$ cat config.mk
export PLATFORM = sky130hd
export DESIGN_NAME = synch_release_gen_flat
export DESIGN_NICKNAME = d
export VERILOG_FILES = /design/src/rtl/mchan_pkg.sv /design/src/rtl/synch_release_gen_if.sv /design/src/rtl/synch_cmd_fifo.sv /design/src/rtl/synch_release_gen.sv /design/src/flat_wrapper.sv
export SDC_FILE = /design/constraint.sdc
export NUM_CORES = 1
export LEC_CHECK = 0
export CORE_UTILIZATION = 55
export CTS_CLUSTER_SIZE = 16
export DETAILED_ROUTE_END_ITERATION = 10
export PLACE_DENSITY_LB_ADDON = 0.25
export SYNTH_ARGS = -nofsm -noshare
export SYNTH_HDL_FRONTEND = slang
export SYNTH_SLANG_ARGS = --single-unit
$ cat constraint.sdc
create_clock -name clk_i -period 4.2 [get_ports clk_i]
set_clock_uncertainty 0.05 [all_clocks]
set_input_delay 0.84 -clock clk_i [delete_from_list [all_inputs] [get_ports clk_i]]
set_output_delay 0.84 -clock clk_i [all_outputs]
set_load 0.05 [all_outputs]
$ cat src/rtl/mchan_pkg.sv
// Shared DMA channel constants: burst geometry and default beat size.
package mchan_pkg;

   localparam int MCHAN_BURST_LENGTH = 64;
   localparam int MCHAN_LEN_WIDTH    = $clog2(MCHAN_BURST_LENGTH) + 1;
   localparam int MCHAN_BEAT_BYTES   = 8;
   localparam int MCHAN_MAX_BEATS    = MCHAN_BURST_LENGTH / MCHAN_BEAT_BYTES;

endpackage

$ cat src/rtl/synch_release_gen_if.sv
// Command/beat/release bundle between a datapath completion end and synch_release_gen.
// Handshake: a command is taken on a rising edge where cmd_req_i && cmd_gnt_o;
// cmd_gnt_o never depends on cmd_req_i, and beat_valid_i/synch_req_o are one-cycle strobes.
interface synch_release_gen_if #(
   parameter int TRANS_SID_WIDTH = 1,
   parameter int BEAT_CNT_WIDTH  = 4,
   parameter int QCNT_WIDTH      = 3
);

   logic                       cmd_req_i;
   logic                       cmd_gnt_o;
   logic [TRANS_SID_WIDTH-1:0] cmd_sid_i;
   logic [BEAT_CNT_WIDTH-1:0]  cmd_beats_i;
   logic                       beat_valid_i;
   logic                       synch_req_o;
   logic [TRANS_SID_WIDTH-1:0] synch_sid_o;
   logic                       busy_o;
   logic [QCNT_WIDTH-1:0]      outstanding_nb_o;
   logic                       err_o;

   modport master (
      output cmd_req_i, cmd_sid_i, cmd_beats_i, beat_valid_i,
      input  cmd_gnt_o, synch_req_o, synch_sid_o, busy_o, outstanding_nb_o, err_o
   );

   modport slave (
      input  cmd_req_i, cmd_sid_i, cmd_beats_i, beat_valid_i,
      output cmd_gnt_o, synch_req_o, synch_sid_o, busy_o, outstanding_nb_o, err_o
   );

endinterface

$ cat src/rtl/synch_cmd_fifo.sv
// Synchronous FIFO with extra-MSB pointers; rdata_o shows the head entry combinationally.
module synch_cmd_fifo #(
   parameter  int WIDTH = 8,
   parameter  int DEPTH = 4,
   localparam int AW    = $clog2(DEPTH)
) (
   input  logic             clk_i,
   input  logic             rst_i,
   input  logic             push_i,
   input  logic [WIDTH-1:0] wdata_i,
   input  logic             pop_i,
   output logic [WIDTH-1:0] rdata_o,
   output logic             full_o,
   output logic             empty_o,
   output logic [AW:0]      count_o
);

   localparam logic [AW:0] PTR_ONE = {{AW{1'b0}}, 1'b1};

   logic [WIDTH-1:0] mem_q [DEPTH];
   logic [AW:0]      wptr_q, wptr_d;
   logic [AW:0]      rptr_q, rptr_d;
   logic             do_push, do_pop;

   always_comb begin
      full_o  = (wptr_q[AW] != rptr_q[AW]) && (wptr_q[AW-1:0] == rptr_q[AW-1:0]);
      empty_o = (wptr_q == rptr_q);
      count_o = wptr_q - rptr_q;
      rdata_o = mem_q[rptr_q[AW-1:0]];
      do_push = push_i && !full_o;
      do_pop  = pop_i && !empty_o;
      wptr_d  = do_push ? wptr_q + PTR_ONE : wptr_q;
      rptr_d  = do_pop  ? rptr_q + PTR_ONE : rptr_q;
   end

   always_ff @(posedge clk_i) begin
      if (rst_i) begin
         wptr_q <= '0;
         rptr_q <= '0;
      end else begin
         wptr_q <= wptr_d;
         rptr_q <= rptr_d;
      end
   end

   // Storage needs no reset: entries are only observed between the pointers.
   always_ff @(posedge clk_i) begin
      if (do_push) mem_q[wptr_q[AW-1:0]] <= wdata_i;
   end

endmodule

$ cat src/rtl/synch_release_gen.sv
// Queues granted commands and emits one registered synch pulse when each head command completes.
// A zero-beat head is popped in its first head cycle; a beat arriving in that same cycle is discarded, with no error.
module synch_release_gen #(
   parameter int TRANS_SID_WIDTH    = 1,
   parameter int MCHAN_BURST_LENGTH = mchan_pkg::MCHAN_BURST_LENGTH,
   parameter int BEAT_BYTES         = mchan_pkg::MCHAN_BEAT_BYTES,
   parameter int CMD_QUEUE_DEPTH    = 4,
   parameter int BEAT_CNT_WIDTH     = $clog2(MCHAN_BURST_LENGTH / BEAT_BYTES) + 1,
   parameter int QCNT_WIDTH         = $clog2(CMD_QUEUE_DEPTH + 1)
) (
   input  logic clk_i,
   input  logic rst_i,
   synch_release_gen_if.slave io
);

   localparam int                      FIFO_CW = $clog2(CMD_QUEUE_DEPTH) + 1;
   localparam logic [BEAT_CNT_WIDTH-1:0] CNT_ONE = {{(BEAT_CNT_WIDTH-1){1'b0}}, 1'b1};

   typedef struct packed {
      logic [TRANS_SID_WIDTH-1:0] sid;
      logic [BEAT_CNT_WIDTH-1:0]  beats;
   } cmd_t;

   cmd_t                       wr_cmd, head;
   logic                       full, empty, push, pop;
   logic [FIFO_CW-1:0]         fifo_cnt;
   logic                       zero_head, beat_in, last_beat;
   logic [BEAT_CNT_WIDTH-1:0]  cnt_q, cnt_d;
   logic                       synch_req_q, synch_req_d;
   logic [TRANS_SID_WIDTH-1:0] synch_sid_q, synch_sid_d;
   logic                       err_q, err_d;

   synch_cmd_fifo #(
      .WIDTH ($bits(cmd_t)),
      .DEPTH (CMD_QUEUE_DEPTH)
   ) u_cmd_fifo (
      .clk_i   (clk_i),
      .rst_i   (rst_i),
      .push_i  (push),
      .wdata_i (wr_cmd),
      .pop_i   (pop),
      .rdata_o (head),
      .full_o  (full),
      .empty_o (empty),
      .count_o (fifo_cnt)
   );

   // Grant looks at pre-pop state, so a full queue refuses even while popping.
   always_comb begin
      push          = io.cmd_req_i && !full;
      wr_cmd.sid    = io.cmd_sid_i;
      wr_cmd.beats  = io.cmd_beats_i;
      zero_head     = !empty && (head.beats == '0);
      beat_in       = io.beat_valid_i && !empty && !zero_head;
      last_beat     = beat_in && ((cnt_q + CNT_ONE) == head.beats);
      pop           = zero_head || last_beat;
      cnt_d         = cnt_q;
      if (pop)          cnt_d = '0;
      else if (beat_in) cnt_d = cnt_q + CNT_ONE;
      err_d         = err_q || (io.beat_valid_i && empty);
      synch_req_d   = pop;
      synch_sid_d   = pop ? head.sid : '0;
   end

   always_ff @(posedge clk_i) begin
      if (rst_i) begin
         cnt_q       <= '0;
         synch_req_q <= 1'b0;
         synch_sid_q <= '0;
         err_q       <= 1'b0;
      end else begin
         cnt_q       <= cnt_d;
         synch_req_q <= synch_req_d;
         synch_sid_q <= synch_sid_d;
         err_q       <= err_d;
      end
   end

   always_comb begin
      io.cmd_gnt_o        = !full;
      io.synch_req_o      = synch_req_q;
      io.synch_sid_o      = synch_sid_q;
      io.busy_o           = !empty;
      io.outstanding_nb_o = QCNT_WIDTH'(fifo_cnt);
      io.err_o            = err_q;
   end

endmodule
$ cat src/flat_wrapper.sv
// flat-port wrapper written by rule: the top's interface ports become plain ports
module synch_release_gen_flat 
#(
   parameter int TRANS_SID_WIDTH    = 1,
   parameter int MCHAN_BURST_LENGTH = mchan_pkg::MCHAN_BURST_LENGTH,
   parameter int BEAT_BYTES         = mchan_pkg::MCHAN_BEAT_BYTES,
   parameter int CMD_QUEUE_DEPTH    = 4,
   parameter int BEAT_CNT_WIDTH     = $clog2(MCHAN_BURST_LENGTH / BEAT_BYTES) + 1,
   parameter int QCNT_WIDTH         = $clog2(CMD_QUEUE_DEPTH + 1)
)
  (clk_i, rst_i, io_cmd_req_i, io_cmd_sid_i, io_cmd_beats_i, io_beat_valid_i, io_cmd_gnt_o, io_synch_req_o, io_synch_sid_o, io_busy_o, io_outstanding_nb_o, io_err_o);
  synch_release_gen_if #(.TRANS_SID_WIDTH(TRANS_SID_WIDTH), .BEAT_CNT_WIDTH(BEAT_CNT_WIDTH), .QCNT_WIDTH(QCNT_WIDTH)) io_i ();
  input  logic clk_i;
  input  logic rst_i;
  input wire logic [$bits(io_i.cmd_req_i)-1:0] io_cmd_req_i;
  input wire logic [$bits(io_i.cmd_sid_i)-1:0] io_cmd_sid_i;
  input wire logic [$bits(io_i.cmd_beats_i)-1:0] io_cmd_beats_i;
  input wire logic [$bits(io_i.beat_valid_i)-1:0] io_beat_valid_i;
  output wire logic [$bits(io_i.cmd_gnt_o)-1:0] io_cmd_gnt_o;
  output wire logic [$bits(io_i.synch_req_o)-1:0] io_synch_req_o;
  output wire logic [$bits(io_i.synch_sid_o)-1:0] io_synch_sid_o;
  output wire logic [$bits(io_i.busy_o)-1:0] io_busy_o;
  output wire logic [$bits(io_i.outstanding_nb_o)-1:0] io_outstanding_nb_o;
  output wire logic [$bits(io_i.err_o)-1:0] io_err_o;
  assign io_i.cmd_req_i = io_cmd_req_i;
  assign io_i.cmd_sid_i = io_cmd_sid_i;
  assign io_i.cmd_beats_i = io_cmd_beats_i;
  assign io_i.beat_valid_i = io_beat_valid_i;
  assign io_cmd_gnt_o = io_i.cmd_gnt_o;
  assign io_synch_req_o = io_i.synch_req_o;
  assign io_synch_sid_o = io_i.synch_sid_o;
  assign io_busy_o = io_i.busy_o;
  assign io_outstanding_nb_o = io_i.outstanding_nb_o;
  assign io_err_o = io_i.err_o;
  synch_release_gen #(.TRANS_SID_WIDTH(TRANS_SID_WIDTH), .MCHAN_BURST_LENGTH(MCHAN_BURST_LENGTH), .BEAT_BYTES(BEAT_BYTES), .CMD_QUEUE_DEPTH(CMD_QUEUE_DEPTH), .BEAT_CNT_WIDTH(BEAT_CNT_WIDTH), .QCNT_WIDTH(QCNT_WIDTH)) u_core (.clk_i(clk_i), .rst_i(rst_i), .io(io_i));
endmodule
Word-level counts from Yosys, hierarchy flattened
Memories as Yosys holds them, arrays and structs flattened. A register that Yosys moved wholly into a read port is not among the register bits.
Index checks and enable logic that the tools add are counted.
{ "totals": {"regBits": 13, "ramBits": 20, "inputBits": 9, "mem_count": 1, "out_inout_bits": 8} }
{ "classes": {"n_mux": 4, "n_reduce_logical": 17, "n_eq_ne": 4, "n_addsub": 4, "bitwise_logic": 1} }
{ "mem_list": {"columns": ["memory", "words", "width", "read_ports", "rd_clocked_by_memory_dff", "write_ports", "line", "source"], "rows": [
  ["u_core.u_cmd_fifo.mem_q", 4, 5, 1, 1, 1, "synch_cmd_fifo.sv:20", "logic [WIDTH-1:0] mem_q [DEPTH];"]
]} }
{ "op_table": {"columns": ["op", "n"], "rows": [
  ["$logic_and 1x1->1", 9],
  ["$add 3x1->3 const B", 2],
  ["$add 4x1->4 const B", 1],
  ["$eq 4x4->1", 1],
  ["$logic_not 4->1", 1],
  ["$mux 2", 2],
  ["$reduce_or 2->1", 2],
  ["$eq 3x3->1", 1],
  ["$logic_not 1->1", 3],
  ["$sub 3x3->3", 1],
  ["$eq 2x2->1", 1],
  ["$logic_or 1x1->1", 2],
  ["$mux 1", 2],
  ["$ne 1x1->1", 1],
  ["$not 1->1", 1]
]} }

Longest topological paths before layout
{ "depth": {"ltp_word": 10, "depth_mapped": 8} }

Modules after synthesis
A second synthesis with hierarchy kept.
{ "hier_totals": {"hier_cells": 132, "area_unflattened_um2": 1705.4} }
{ "modules_own_cells": {"columns": ["module", "area_each_um2", "cells_per_inst", "n_inst"], "rows": [
  ["synch_cmd_fifo", 1317.5, 93, 1],
  ["synch_release_gen", 387.9, 39, 1]
]} }

Least setup slack after synthesis
OpenSTA, ideal clock, no wires.
{ "synth_timing": {"path_kind": "flip-flop to output port", "startpoint": "register u_core.u_cmd_fifo.wptr_q[0]", "endpoint": "output io_outstanding_nb_o[2]", "stages_incl_launch_ff": 5, "t_arrival_ns": 1.873, "n_path_buf": 0, "setup_slack_ns": 1.437, "cell_sequence": "dfxtp_1 > inv_1 > ha_1 > fa_1 > xnor2_1"} }
{ "synth_between": {"elab_chain_cells": 1} }
{ "synth_rtl": {"columns": ["item", "line", "source"], "rows": [
  ["start: declaration", "synch_cmd_fifo.sv:21", "logic [AW:0] wptr_q, wptr_d;"],
  ["start signal: assignment", "synch_cmd_fifo.sv:41", "wptr_q <= wptr_d;"],
  ["$sub 3x3->3", "synch_cmd_fifo.sv:28", "count_o = wptr_q - rptr_q;"],
  ["end: declaration", "flat_wrapper.sv:23", "output wire logic [$bits(io_i.outstanding_nb_o)-1:0] io_outstanding_nb_o;"]
]} }
No other way between the ends.

Final worst setup path
Same ends and word-level chain as after synthesis.

==> results.md <==
* Port bufs at 16
* DPL Wire Length at ~2.1 mm
* Core area at between 2000 and 3000 sq um
* # IOs at 17
* Endpoint class of the critical path: primary output
* Largest family of logic cells by synthesized area: simple AND/OR/NAND/NOR gates
* Diodes inserted at 0
* Pwr Total at between 1 and 1.5 mW
* Pin count of the biggest net entering global routing at 15
* Routability cong. at roughly 0.76
* Synth Area in Simple Gates at around 12%
* Family with the most delay on the worst path: buffers and inverters
* Initial core utilization at roughly three fifths
* CTS Buf Count at 5
* Lkg Pwr at around 0.7 nW
* Critical path peak fanout at 4
* Critical path depth at 5
* Outcome: finished with violations
* Synth Cell Area at between 1500 and 2000 sq um
* DRC violations left at 2
* Slew Limit Fails at 0
* Post-synth EDFFs at 20
* Cts repair resizes at 0
* Post-CTS setup buffer count at 0
* Failing checks: design-rule violations
* Crit-path slowest cell: clkdlybuf4s50_1
* Compound-cell area share of the yosys netlist at 7.472%
* Setup repair after global routing missed its margin: false
* Actual slew at the worst max-slew pin at 0.6171 ns
* Fin util at between 60 and 70%
* Reg2Reg Depth at 5
* Final WL at 2.862 mm
* Final setup violation count at 0
* Drt first pass iters at 7
* Initial DRC count at 15
* R2R Setup Slk at between 1.5 and 2 ns
* Xor/xnor share of the synthesized area at between 7 and 8%
* Reg2reg end: u_core.u_cmd_fifo.rptr_q[2]$_SDFFE_PP0P_
* Width of the die at roughly 57 um
* Hold depth at 2
* CTS tree: done
* Fin crit period at between 3 and 4 ns
* Main flop type after synthesis: edfxtp_1
* Htree depth at 2
* Cells after synthesis at 124
* Root buffer cell: clkbuf_4
* Final WS setup at just under 0.9 ns
* CTS sink cnt at 35
* Die area at 3238 sq um
* Routed vias/inst at 5.825
* Initial antenna violation count at 0
* Vias in the first global route at around 1000
* First-pass GRT wire length at about 4.8 mm
* Post-synthesis register bit count at 35
* MaxCap Viol Count at 0
* Setup WS pre-CTS at about 1.3 ns
* Post-synthesis mux area share at a little under 8%
* Synth cell types at 37
* GR Util All Layers at 20.79%
* Die H at ~57 um
* # nets final at between 150 and 200
* Synth-to-layout area growth at 15.70%
* Startpoint Class: flop
* Worst min-delay path class: reg2reg
* Share of post-route cells with drive strength above 1 at around an eighth
* Adder-cell share of the synthesized area at under 10%
* Final number of hold-violating endpoints at 0
* ANT nets after route at 0
* Worst path cell trace: inv_1, ha_1, fa_1, xnor2_1, clkdlybuf4s50_1
* Worst Path Class, Setup: reg2out
* Overflow after GRT at 0
* F_max at between 0.3 and 0.4 GHz
* Ys Warns at 0
* Setup tns final at 0 ns
* Ys async rst share at 0%
* Worst path max stage delay at just over 0.8 ns
* Maximum clock path buffer count at 2
* Post-Syn Nets at 142
* WHS at roughly 0.42 ns
* PwrDens at roughly 700 nW/um^2
* Crit path launch: u_core.u_cmd_fifo.wptr_q[0]$_SDFFE_PP0P_
* Post-Syn Area per Cell at around 13 sq um
* CP Buf/Inv Count at 2
* Seq/Total Area, Yosys at between 50% and 60%
* Clk slew on worst S/H paths at approximately 0.11 ns
* Cts hold-fix bufs at 0
* Slew HR at roughly three fifths
* Routed via count at just over 1000
* Crit path DAT at roughly 2.4 ns
* Peak supply drop at slightly below 0.0006 V
* Clk Latency, worst-skew pair at approximately 0.35 ns
* Num rows at 19
* Crit path capture: io_outstanding_nb_o[2]
* Crit path required time at about 3.3 ns
* Tcrit/Tclk final at between 70% and 80%
* WL per Instance at about 16 um
worst min-delay path: stages, from the launching register on:
cell and delay [ns]:
dfxtp_1 0.34, a21oi_1 0.04, nor2_1 0.07
flip-flops by register name, summed over array words and instances, names as in the netlist, named ones only:
register                  flops
u_core.io.err_o               1
u_core.u_cmd_fifo.wptr_q      3
u_core.io.synch_sid_o         1
u_core.cnt_q                  4
u_core.u_cmd_fifo.rptr_q      3
u_core.u_cmd_fifo.mem_q      20
u_core.io.synch_req_o         1
cell type report:
type	count	area (sq um)
flip-flops and latches	35	900.9
clock inverters	3	43.79
repair buffers	16	160.2
well taps	31	38.79
inverters	8	30.03
fillers	222	887.1
clock buffers	5	37.54
multi-input cells	79	706.9
synthesized netlist by cell type, types with 2 or more instances:
| cell type | instances | area, sq um |
|---|---|---|
| ha_1 | 8 | 100.1 |
| o311ai_1 | 4 | 35.03 |
| a21oi_1 | 4 | 20.02 |
| dfxtp_1 | 15 | 300.3 |
| nand3_1 | 2 | 10.01 |
| edfxtp_1 | 20 | 600.6 |
| nor2b_1 | 2 | 12.51 |
| inv_1 | 8 | 30.03 |
| mux4_2 | 3 | 67.56 |
| nor2_1 | 7 | 26.28 |
| nand4_1 | 2 | 12.51 |
| o2111ai_1 | 2 | 17.52 |
| nor3_1 | 5 | 25.02 |
| mux4_1 | 2 | 52.55 |
| xor2_1 | 2 | 17.52 |
| and2_1 | 6 | 37.54 |
| xnor2_1 | 10 | 87.58 |
| nand2_1 | 3 | 11.26 |
through the flow:
stage / instance area (sq um) / std cells
global placement: 1837 / 169
global route: 1918 / 177
CTS: 1918 / 177
finish: 1918 / 177
detailed placement: 1837 / 169
floorplan: 1658 / 124
where the power goes:
part / internal [mW] / switching (mW)
sequential: 0.428 / 0.0462
combinational: 0.239 / 0.382
clock: 0.125 / 0.120
total: 0.792 / 0.549
cell families (layout without fill, tap and decap cells):
logic type,after synthesis,count (layout)
fa+ha+maj,9,9
xor+xnor,13,13
flops,35,35
mux,6,6
buf+inv,10,32
simple gates,35,35
compound gates,16,16
cells in the final DEF (no fill, tap or decap), drive strengths merged, types with 4 or more instances in the layout:
cell	n
clkdlybuf4s50	16
ha	8
dfxtp	15
nor2	7
mux4	5
nor3	5
o311ai	4
a21oi	4
xnor2	10
clkbuf	5
nand2	4
and2	7
inv	8
edfxtp	20
layer usage:
| layer | vias to the layer above | GRT usage, % | part of all wire [%] | routed length [um] |
|---|---|---|---|---|
| met5 | - | 0 | 0 | 0 |
| met4 | 0 | 12.54 | 2.5 | 71 |
| met3 | 7 | 4.839 | 3.0 | 86 |
| met2 | 17 | 31.93 | 48 | 1373 |
| met1 | 497 | 26.93 | 46 | 1330 |
| li1 | 510 | - | - | - |
how the worst min path moves through the flow:
| stage | startpoint | end |
|---|---|---|
| 6_report | u_core.io.err_o$_SDFF_PP0_ | u_core.io.err_o$_SDFF_PP0_ |
| 5_1_grt | u_core.io.err_o$_SDFF_PP0_ | u_core.io.err_o$_SDFF_PP0_ |
| 4_1_cts | u_core.io.err_o$_SDFF_PP0_ | u_core.io.err_o$_SDFF_PP0_ |
| 3_5_place_dp | u_core.io.err_o$_SDFF_PP0_ | u_core.io.err_o$_SDFF_PP0_ |
| 3_3_place_gp | u_core.io.err_o$_SDFF_PP0_ | u_core.io.err_o$_SDFF_PP0_ |
| 2_1_floorplan | u_core.cnt_q[1]$_SDFFE_PP0P_ | u_core.cnt_q[1]$_SDFFE_PP0P_ |
Note: power is estimated with default switching activity, not from simulation.
